**src/rtl/rr_mux8_if.sv**
```systemverilog
// rr_mux8 stream bundle: eight request channels in, one tagged stream out.
// slave is the mux side, master is the side feeding and draining it.
interface rr_mux8_if #(
    parameter int DATA_W = 8
);
    logic [7:0]          in_valid;
    logic [8*DATA_W-1:0] in_data;
    logic [7:0]          in_ready;
    logic                out_valid;
    logic [DATA_W-1:0]   out_data;
    logic [2:0]          out_sel;
    logic                out_ready;

    modport slave (
        input  in_valid,
        input  in_data,
        output in_ready,
        output out_valid,
        output out_data,
        output out_sel,
        input  out_ready
    );

    modport master (
        output in_valid,
        output in_data,
        input  in_ready,
        input  out_valid,
        input  out_data,
        input  out_sel,
        output out_ready
    );
endinterface

```
**src/rtl/rr_mux8.sv**
```systemverilog
// rr_mux8: 8-to-1 round-robin stream mux with one registered output stage.
// Each output word carries its source channel index in out_sel.
module rr_mux8 #(
    parameter int DATA_W = 8
) (
    input logic      clk,
    input logic      rst_n,
    rr_mux8_if.slave bus
);
    localparam logic [0:0] EMPTY = 1'b0;
    localparam logic [0:0] FULL  = 1'b1;

    logic [0:0]        out_valid_q, out_valid_d;
    logic [DATA_W-1:0] out_data_q, out_data_d;
    logic [2:0]        out_sel_q, out_sel_d;
    logic [2:0]        ptr_q, ptr_d;

    logic       load;
    logic       found;
    logic [2:0] gidx;
    logic [2:0] idx;

    // Rotating priority search starting at ptr; the first valid channel wins.
    always_comb begin
        found = 1'b0;
        gidx  = 3'd0;
        idx   = 3'd0;
        for (int k = 0; k < 8; k++) begin
            idx = ptr_q + 3'(k);
            if (!found && bus.in_valid[idx]) begin
                found = 1'b1;
                gidx  = idx;
            end
        end
    end

    // Accept a word when the stage is empty or is being drained this cycle.
    always_comb begin
        load = (out_valid_q == EMPTY) || bus.out_ready;
        bus.in_ready = 8'h00;
        if (rst_n && load && found) begin
            bus.in_ready[gidx] = 1'b1;
        end
    end

    // Next-state for the output register and the priority pointer.
    always_comb begin
        out_valid_d = out_valid_q;
        out_data_d  = out_data_q;
        out_sel_d   = out_sel_q;
        ptr_d       = ptr_q;
        if (load && found) begin
            out_valid_d = FULL;
            out_data_d  = bus.in_data[int'(gidx)*DATA_W +: DATA_W];
            out_sel_d   = gidx;
            ptr_d       = gidx + 3'd1;
        end else if (out_valid_q == FULL && bus.out_ready) begin
            out_valid_d = EMPTY;
        end
    end

    // State registers; reset drops any held word and restarts the search at ch0.
    always_ff @(posedge clk) begin
        if (!rst_n) begin
            out_valid_q <= EMPTY;
            out_data_q  <= '0;
            out_sel_q   <= 3'd0;
            ptr_q       <= 3'd0;
        end else begin
            out_valid_q <= out_valid_d;
            out_data_q  <= out_data_d;
            out_sel_q   <= out_sel_d;
            ptr_q       <= ptr_d;
        end
    end

    assign bus.out_valid = out_valid_q[0];
    assign bus.out_data  = out_data_q;
    assign bus.out_sel   = out_sel_q;
endmodule
```
**src/flat_wrapper.sv**
```systemverilog
// flat-port wrapper written by rule: the top's interface ports become plain ports
module rr_mux8_flat 
#(
    parameter int DATA_W = 8
)
  (clk, rst_n, bus_in_valid, bus_in_data, bus_in_ready, bus_out_valid, bus_out_data, bus_out_sel, bus_out_ready);
  rr_mux8_if #(.DATA_W(DATA_W)) bus_i ();
  input logic clk;
  input logic rst_n;
  input wire logic [$bits(bus_i.in_valid)-1:0] bus_in_valid;
  input wire logic [$bits(bus_i.in_data)-1:0] bus_in_data;
  output wire logic [$bits(bus_i.in_ready)-1:0] bus_in_ready;
  output wire logic [$bits(bus_i.out_valid)-1:0] bus_out_valid;
  output wire logic [$bits(bus_i.out_data)-1:0] bus_out_data;
  output wire logic [$bits(bus_i.out_sel)-1:0] bus_out_sel;
  input wire logic [$bits(bus_i.out_ready)-1:0] bus_out_ready;
  assign bus_i.in_valid = bus_in_valid;
  assign bus_i.in_data = bus_in_data;
  assign bus_in_ready = bus_i.in_ready;
  assign bus_out_valid = bus_i.out_valid;
  assign bus_out_data = bus_i.out_data;
  assign bus_out_sel = bus_i.out_sel;
  assign bus_i.out_ready = bus_out_ready;
  rr_mux8 #(.DATA_W(DATA_W)) u_core (.clk(clk), .rst_n(rst_n), .bus(bus_i));
endmodule
```
**config.mk**
```make
export PLATFORM = sky130hd
export DESIGN_NAME = rr_mux8_flat
export DESIGN_NICKNAME = d
export VERILOG_FILES = /design/src/rtl/rr_mux8_if.sv /design/src/rtl/rr_mux8.sv /design/src/flat_wrapper.sv
export SDC_FILE = /design/constraint.sdc
export NUM_CORES = 1
export LEC_CHECK = 0
export ABC_AREA = 1
export ABC_CLOCK_PERIOD_IN_PS = 3900
export CORE_MARGIN = 8
export CORE_UTILIZATION = 44
export CTS_BUF_LIST = sky130_fd_sc_hd__clkbuf_2 sky130_fd_sc_hd__clkbuf_4 sky130_fd_sc_hd__clkbuf_8
export DETAILED_ROUTE_END_ITERATION = 7
export PLACE_DENSITY = 0.84
export SYNTH_ARGS = -nofsm -noshare
export SYNTH_HDL_FRONTEND = slang
export SYNTH_SLANG_ARGS = --single-unit
```
**constraint.sdc**
```tcl
create_clock -name clk -period 3.9 [get_ports clk]
set_input_delay 0.78 -clock clk [delete_from_list [all_inputs] [get_ports clk]]
set_output_delay 0.78 -clock clk [all_outputs]
set_load 0.01 [all_outputs]
```
# Yosys cells after proc, flatten, opt, wreduce, memory -nomap -nowiden

Index checks and enable logic that the tools add are counted.

Memories kept: 0
Memory bits (read-only): 0
Logic and storage cells: 82
Bits in latches: 0
Bits of input ports: 75
Register bits after elaboration: 15
RAM bits: 0

Div/mod/pow operators: 0
Reductions and logical operators: 21
Mux-type cells: 37
$lt $le $gt $ge: 10
Shift-type cells: 1
Eq/ne operators: 0
Add/sub/neg operators: 8
Multiply operators: 0
Bitwise logic cells: 1

Operator list:

| kind                | number |
|---|---|
| $shiftx 64x7->8     | 1 |
| $lt 3x4->1 const B  | 9 |
| $bmux 1 s3          | 8 |
| $mux 3              | 8 |
| $mux 1              | 19 |
| $add 3x3->3 const B | 4 |
| $logic_and 1x1->1   | 12 |
| $mux 8              | 1 |
| $logic_not 1->1     | 7 |
| $add 3x1->3 const B | 2 |
| $add 3x2->3 const B | 2 |
| $demux 1 s3         | 1 |
| $ge 3x1->1 const B  | 1 |
| $reduce_bool 2->1   | 1 |
| $logic_or 1x1->1    | 1 |
| $not 1->1           | 1 |

# Depth between registers and ports, before layout

Word-level depth: 29
Mapped depth: 24

# Worst setup path after synthesis

Ideal clock, no wire load.

Path type: register to output
Start point: register u_core.ptr_q[0]
End point: output port bus_in_ready[2]
Arrival: 2.659 ns
Required time: 3.120 ns
Buffers on the path: 3
Path slack: 0.461 ns
Cell stages (with the launch flop): 17
Path through: dfxtp_1 -> buf_6 -> inv_2 -> buf_6 -> ha_1 -> inv_1 -> nand3_1 -> nand3_2 -> nand2_4 -> nor2_8 -> nand4_2 -> nor2_4 -> nand3_2 -> nor2_1 -> nor2_1 -> buf_2 -> nor4_1

Word-level cells in the longest chain between the ends: 29
Elaborated cells on any way between the ends: 60
Those cells by class: add/sub (7); order compare (2); mux (35); reduce/logical (16)

Ends and longest elaborated chain:

| what                                                                 | line               | RTL |
|---|---|---|
| from (decl)                                                          | rr_mux8.sv:16      | `logic [2:0] ptr_q, ptr_d;` |
| from (signal assigned)                                               | rr_mux8.sv:73      | `ptr_q <= ptr_d;` |
| parallel branches: the longest is 28 deep, another holds $add 3x1->3 | n/a                |  |
| $mux 8 *                                                             | rr_mux8.sv:41      | `if (rst_n && load && found) begin` |
| to (decl)                                                            | flat_wrapper.sv:12 | `output wire logic [$bits(bus_i.in_ready)-1:0] bus_in_ready;` |

Mark *: on every way between the ends. The select of a mux whose other input is x is not followed.

# Final worst setup path

Start point: input port bus_in_valid[0]
End point: output port bus_in_ready[6]

Word-level cells in the longest chain between the ends: 29
Elaborated cells on any way between the ends: 53
Those cells by class: order compare (2); mux (35); reduce/logical (16)

Ends and longest elaborated chain:

| what                                                           | line               | RTL |
|---|---|---|
| from (decl)                                                    | flat_wrapper.sv:10 | `input wire logic [$bits(bus_i.in_valid)-1:0] bus_in_valid;` |
| $bmux 1 s3                                                     | rr_mux8.sv:30      | `if (!found && bus.in_valid[idx]) begin` |
| $mux 1 (implied by the code)                                   | rr_mux8.sv:30      |  |
| $mux 1                                                         | rr_mux8.sv:30      |  |
| $logic_not 1->1                                                | rr_mux8.sv:30      |  |
| $logic_and 1x1->1                                              | rr_mux8.sv:30      |  |
| $mux 1                                                         | rr_mux8.sv:30      |  |
| $logic_not 1->1                                                | rr_mux8.sv:30      |  |
| $logic_and 1x1->1                                              | rr_mux8.sv:30      |  |
| (+13 left out)                                                 | n/a                |  |
| $logic_not 1->1                                                | rr_mux8.sv:30      |  |
| $logic_and 1x1->1                                              | rr_mux8.sv:30      |  |
| $mux 3                                                         | rr_mux8.sv:30      |  |
| $lt 3x4->1 (implied by the code) or $ge 3x1->1 (tied branches) | rr_mux8.sv:42      | `bus.in_ready[gidx] = 1'b1;` |
| $logic_and 1x1->1 (implied by the code)                        | rr_mux8.sv:42      |  |
| $mux 1 (implied by the code)                                   | rr_mux8.sv:42      |  |
| $demux 1 s3                                                    | n/a                |  |
| $mux 8 *                                                       | rr_mux8.sv:41      |  |

Mark *: on every way between the ends. The rest lies on a longest branch, timed or not. The select of a mux whose other input is x is not followed.

==> metrics.txt <==
# TYPE chip_impl_metric gauge
chip_impl_metric{name="firstDrtPassIters",unit=""} 5
chip_impl_metric{name="critical-path-max-stage-delay",unit="ns"} 0.43
chip_impl_metric{name="design.final.nets",unit=""} 581
chip_impl_metric{name="post-route-drc-count",unit=""} 0
chip_impl_info{name="crit_top_cell",value="sky130_fd_sc_hd__nand2_1"} 1
chip_impl_metric{name="htree_num_levels",unit=""} 1
chip_impl_info{name="crit_path_end_kind",value="primary output"} 1
chip_impl_metric{name="core-area",unit="um^2"} 4690
chip_impl_metric{name="async_flop_share",unit=""} 0
chip_impl_metric{name="max_cap_viol_count",unit=""} 0
chip_impl_metric{name="finalWorstPathRequiredPeriod",unit="ns"} 3.73
chip_impl_metric{name="pin_count_of_the_biggest_net_entering_global_routing",unit=""} 34
chip_impl_metric{name="ant_nets",unit=""} 0
chip_impl_info{name="worst-setup-path-type",value="in -> out"} 1
chip_impl_metric{name="timing.critical_path.required",unit="ns"} 3.12
chip_impl_metric{name="report.final.slew_viol_count",unit=""} 0
chip_impl_metric{name="synth-seq-area-share",unit=""} 0.142
chip_impl_metric{name="synth.avg_cell_area",unit="um^2"} 5.35
chip_impl_metric{name="report.final.hold_viol_count",unit=""} 0
chip_impl_metric{name="cell_area_after_synthesis",unit="um^2"} 2110
chip_impl_metric{name="vdd_ir_max",unit="uV"} 891
chip_impl_metric{name="clock_skew",unit="ns"} 0.00545
chip_impl_metric{name="number_of_antenna_diodes",unit=""} 0
chip_impl_info{name="timing.critical_path.max_delay_family",value="simple AND/OR/NAND/NOR gates"} 1
chip_impl_metric{name="per_cell_routed_wire_length",unit="um"} 14.3
chip_impl_metric{name="vias_in_the_first_global_route",unit=""} 2635
chip_impl_info{name="run_status",value="finished, final reports clean"} 1
chip_impl_metric{name="path_buf_inv",unit=""} 4
chip_impl_metric{name="fmax",unit="GHz"} 0.268
chip_impl_metric{name="routed_wl",unit="um"} 7970
chip_impl_metric{name="finalSetupTns",unit="ns"} 0
chip_impl_metric{name="die-height",unit="um"} 85.3
chip_impl_metric{name="power.density_cell_area",unit="nW/um^2"} 1010
chip_impl_metric{name="post_cts_hold_buffer_count",unit=""} 0
chip_impl_metric{name="floorplan.initialDensity",unit=""} 0.450
chip_impl_metric{name="clkLatencyLatePin",unit="ns"} 0.24
chip_impl_metric{name="fillers",unit=""} 415
chip_impl_metric{name="grt-ovfl-total",unit=""} 0
chip_impl_metric{name="area.growth.synth_to_final",unit="%"} 55.6
chip_impl_metric{name="worst_pin_slew",unit="ns"} 0.397
chip_impl_metric{name="initialDrtViolationCount",unit=""} 215
chip_impl_info{name="yosys-top-cells-area",value="sky130_fd_sc_hd__nand2_1 (28%), sky130_fd_sc_hd__nand3_1 (17%), sky130_fd_sc_hd__dfxtp_1 (14%)"} 1
chip_impl_metric{name="number_of_antenna_violations_at_the_first_check_in_global_routing",unit=""} 0
chip_impl_metric{name="placement.io_buffers",unit=""} 94
chip_impl_info{name="tritoncts",value="done"} 1
chip_impl_metric{name="fraction_of_final_layout_cells_sized_beyond_drive_strength_1",unit=""} 0.137
chip_impl_metric{name="synth_top_area_share",unit=""} 0.284
chip_impl_metric{name="yosysWarningCount",unit=""} 0
chip_impl_metric{name="regToRegSetupSlack",unit="ns"} 0.82
chip_impl_info{name="cts_root_buffer",value="sky130_fd_sc_hd__clkbuf_8"} 1
chip_impl_metric{name="static-leakage-power",unit="nW"} 1.81
chip_impl_info{name="top_ff_cell_synth",value="sky130_fd_sc_hd__dfxtp_1"} 1
chip_impl_metric{name="cts_inserted_buffers",unit=""} 3
chip_impl_info{name="worst_hold_path_type",value="reg -> reg"} 1
chip_impl_metric{name="max-clock-path-buffers",unit=""} 2
chip_impl_metric{name="global_route.usage.total",unit=""} 0.206
chip_impl_metric{name="clk_pin_slew",unit="ns"} 0.06
chip_impl_metric{name="finalSetupViolations",unit=""} 0
chip_impl_metric{name="hpwl",unit="um"} 6280
chip_impl_metric{name="postLayoutCoreUtil",unit=""} 0.701
chip_impl_metric{name="die-width",unit="um"} 85.3
chip_impl_metric{name="global_route_wire_length_before_repair",unit="um"} 12400
chip_impl_metric{name="synth.ff_latch_count",unit=""} 15
chip_impl_metric{name="count_of_unique_library_cells_instantiated_by_yosys",unit=""} 29
chip_impl_metric{name="syn-num-nets",unit=""} 472
chip_impl_info{name="critical_path.cell_chain",value="clkdlybuf4s50_1, nand2_1, nand3_1, nand2_1, nand2_1, nand2_1, nand4_4, nor2_4, nand3b_1, nand2_1, inv_1, nand2_2, inv_1, nand2_2, nor2_1, dlymetal6s2s_1"} 1
chip_impl_metric{name="synthesis.instances",unit=""} 395
chip_impl_metric{name="timing.final.crit_share",unit=""} 0.956
chip_impl_info{name="yosysMostFrequentCell",value="sky130_fd_sc_hd__nand2_1"} 1
chip_impl_info{name="critPathLaunchType",value="primary input"} 1
chip_impl_metric{name="critical_path.max_fanout",unit=""} 4
chip_impl_metric{name="number_of_vias_per_cell",unit=""} 5.03
chip_impl_metric{name="sinks_on_clock_net",unit=""} 15
chip_impl_metric{name="detailroute.via_count",unit=""} 2800
chip_impl_info{name="most_instantiated_cells_after_synthesis",value="sky130_fd_sc_hd__nand2_1 (160), sky130_fd_sc_hd__nand3_1 (73), sky130_fd_sc_hd__inv_1 (44)"} 1
chip_impl_info{name="worst_path_max_delay_cell",value="sky130_fd_sc_hd__clkdlybuf4s50_1"} 1
chip_impl_metric{name="synth_edf_count",unit=""} 0
chip_impl_metric{name="arrival",unit="ns"} 2.95
chip_impl_metric{name="num_io_pins",unit=""} 95
chip_impl_info{name="synth_top_cell_by_area",value="sky130_fd_sc_hd__nand2_1"} 1
chip_impl_metric{name="std_cell_rows",unit=""} 25
chip_impl_metric{name="globalplace.congestion",unit=""} 0.939
chip_impl_metric{name="p_total",unit="mW"} 3.31
chip_impl_metric{name="relSlewSlack",unit=""} 0.734
chip_impl_metric{name="die_area",unit="um^2"} 7280
==> cell families (layout without fill, tap and decap cells) <==
logic type      count (synthesis)  in the layout  synth area share
flops                          15             15             0.142
simple gates                  293            293             0.649
xor+xnor                        4              4            0.0166
fa+ha+maj                       2              2            0.0118
compound gates                 12             12            0.0302
buf+inv                        69            177             0.150
==> repair_timing <==
| item | CTS | global route |
|---|---|---|
| setup buffers | 0 | 3 |
| pin swaps | 0 | 4 |
| gates resized for setup | 3 | 19 |
| setup endpoints to repair | 8 | 8 |
==> placed cells by master (no fill, tap or decap), types with 2 or more instances in the layout <==
master	instances
sky130_fd_sc_hd__nand2_2	6
sky130_fd_sc_hd__dlymetal6s2s_1	5
sky130_fd_sc_hd__inv_2	6
sky130_fd_sc_hd__clkdlybuf4s50_1	86
sky130_fd_sc_hd__o21ai_0	5
sky130_fd_sc_hd__buf_4	28
sky130_fd_sc_hd__ha_1	2
sky130_fd_sc_hd__nor2_1	21
sky130_fd_sc_hd__nand3b_1	9
sky130_fd_sc_hd__nor2_2	4
sky130_fd_sc_hd__xnor2_1	2
sky130_fd_sc_hd__clkbuf_8	3
sky130_fd_sc_hd__inv_1	44
sky130_fd_sc_hd__xor2_1	2
sky130_fd_sc_hd__dfxtp_1	15
sky130_fd_sc_hd__nand4_1	5
sky130_fd_sc_hd__nand2_4	4
sky130_fd_sc_hd__o21ai_1	5
sky130_fd_sc_hd__nand3_2	9
sky130_fd_sc_hd__nand3_1	72
sky130_fd_sc_hd__nand2_1	157
sky130_fd_sc_hd__clkbuf_2	3
==> power breakdown <==
part | internal (mW) | leakage, nW | switching [mW] | total [mW]
logic | 1.08 | 1.66 | 1.87 | 2.94
clock network | 0.0791 | 0.0262 | 0.0491 | 0.128
registers | 0.211 | 0.124 | 0.0310 | 0.242
==> area by class of cell <==
class                      count  area [um^2]  area share
multi-input combinational    311         1530       0.466
timing repair buffer         122         1150       0.349
sequential                    15          300      0.0913
inverter                      51          191      0.0582
tap                           54         67.6      0.0205
clock buffer                   4         48.8      0.0148
==> layer usage <==
metal | part of all wire | global-route usage | up-vias | routed length [um]
li1 | - | - | 1459 | -
met1 | 0.43 | 0.255 | 1235 | 3430
met2 | 0.50 | 0.360 | 94 | 3960
met3 | 0.056 | 0.0261 | 12 | 450
met4 | 0.016 | 0.0573 | 0 | 129
met5 | 0 | 0 | - | 0
==> per-stage QoR <==
| step | instances | worst slack [ns] | area (um^2) | hold WS [ns] |
|---|---|---|---|---|
| after floorplan | 395 | 0.461 | 2110 | 0.492 |
| after global placement | 550 | -0.161 | 3180 | 0.465 |
| after detailed placement | 550 | -0.193 | 3180 | 0.468 |
| after CTS | 554 | -0.154 | 3230 | 0.481 |
| after global routing | 557 | -0.0400 | 3290 | 0.511 |
| final | 557 | 0.173 | 3290 | 0.477 |
==> path summary, 6_finish.rpt <==
path,start,to,depth (start not counted)
hold / removal,u_core.bus.out_sel[0],u_core.bus.out_sel[0],2
hold reg to reg,u_core.bus.out_sel[0],u_core.bus.out_sel[0],2
setup reg to reg,u_core.ptr_q[0],u_core.bus.out_data[0],20
setup / recovery,bus_in_valid[0],bus_in_ready[6],16
==> sequential cells by signal (all words and copies together), names as in the netlist <==
name	flops
u_core.bus.out_data	8
u_core.bus.out_valid	1
u_core.bus.out_sel	3
u_core.ptr_q	3
==> worst reg2reg max path: stages, from the launching register on <==
cell                       delay [ns]
sky130_fd_sc_hd__dfxtp_1         0.42
sky130_fd_sc_hd__inv_2           0.07
sky130_fd_sc_hd__ha_1            0.31
sky130_fd_sc_hd__inv_1           0.19
sky130_fd_sc_hd__nand3_1         0.15
sky130_fd_sc_hd__nand3_2         0.12
sky130_fd_sc_hd__nand2_4         0.08
sky130_fd_sc_hd__nor2_8          0.13
sky130_fd_sc_hd__nand4_4         0.11
sky130_fd_sc_hd__nor2_4          0.16
sky130_fd_sc_hd__buf_4           0.13
sky130_fd_sc_hd__nand2_1         0.05
sky130_fd_sc_hd__nand3b_2        0.11
sky130_fd_sc_hd__buf_4           0.32
sky130_fd_sc_hd__nand3_1         0.14
sky130_fd_sc_hd__nand3_1         0.10
sky130_fd_sc_hd__nand2_1         0.10
sky130_fd_sc_hd__nand2_1         0.10
sky130_fd_sc_hd__nand3_1         0.09
sky130_fd_sc_hd__nand2_1         0.06
sky130_fd_sc_hd__inv_1           0.04
Power figures use the tool's default switching activity.
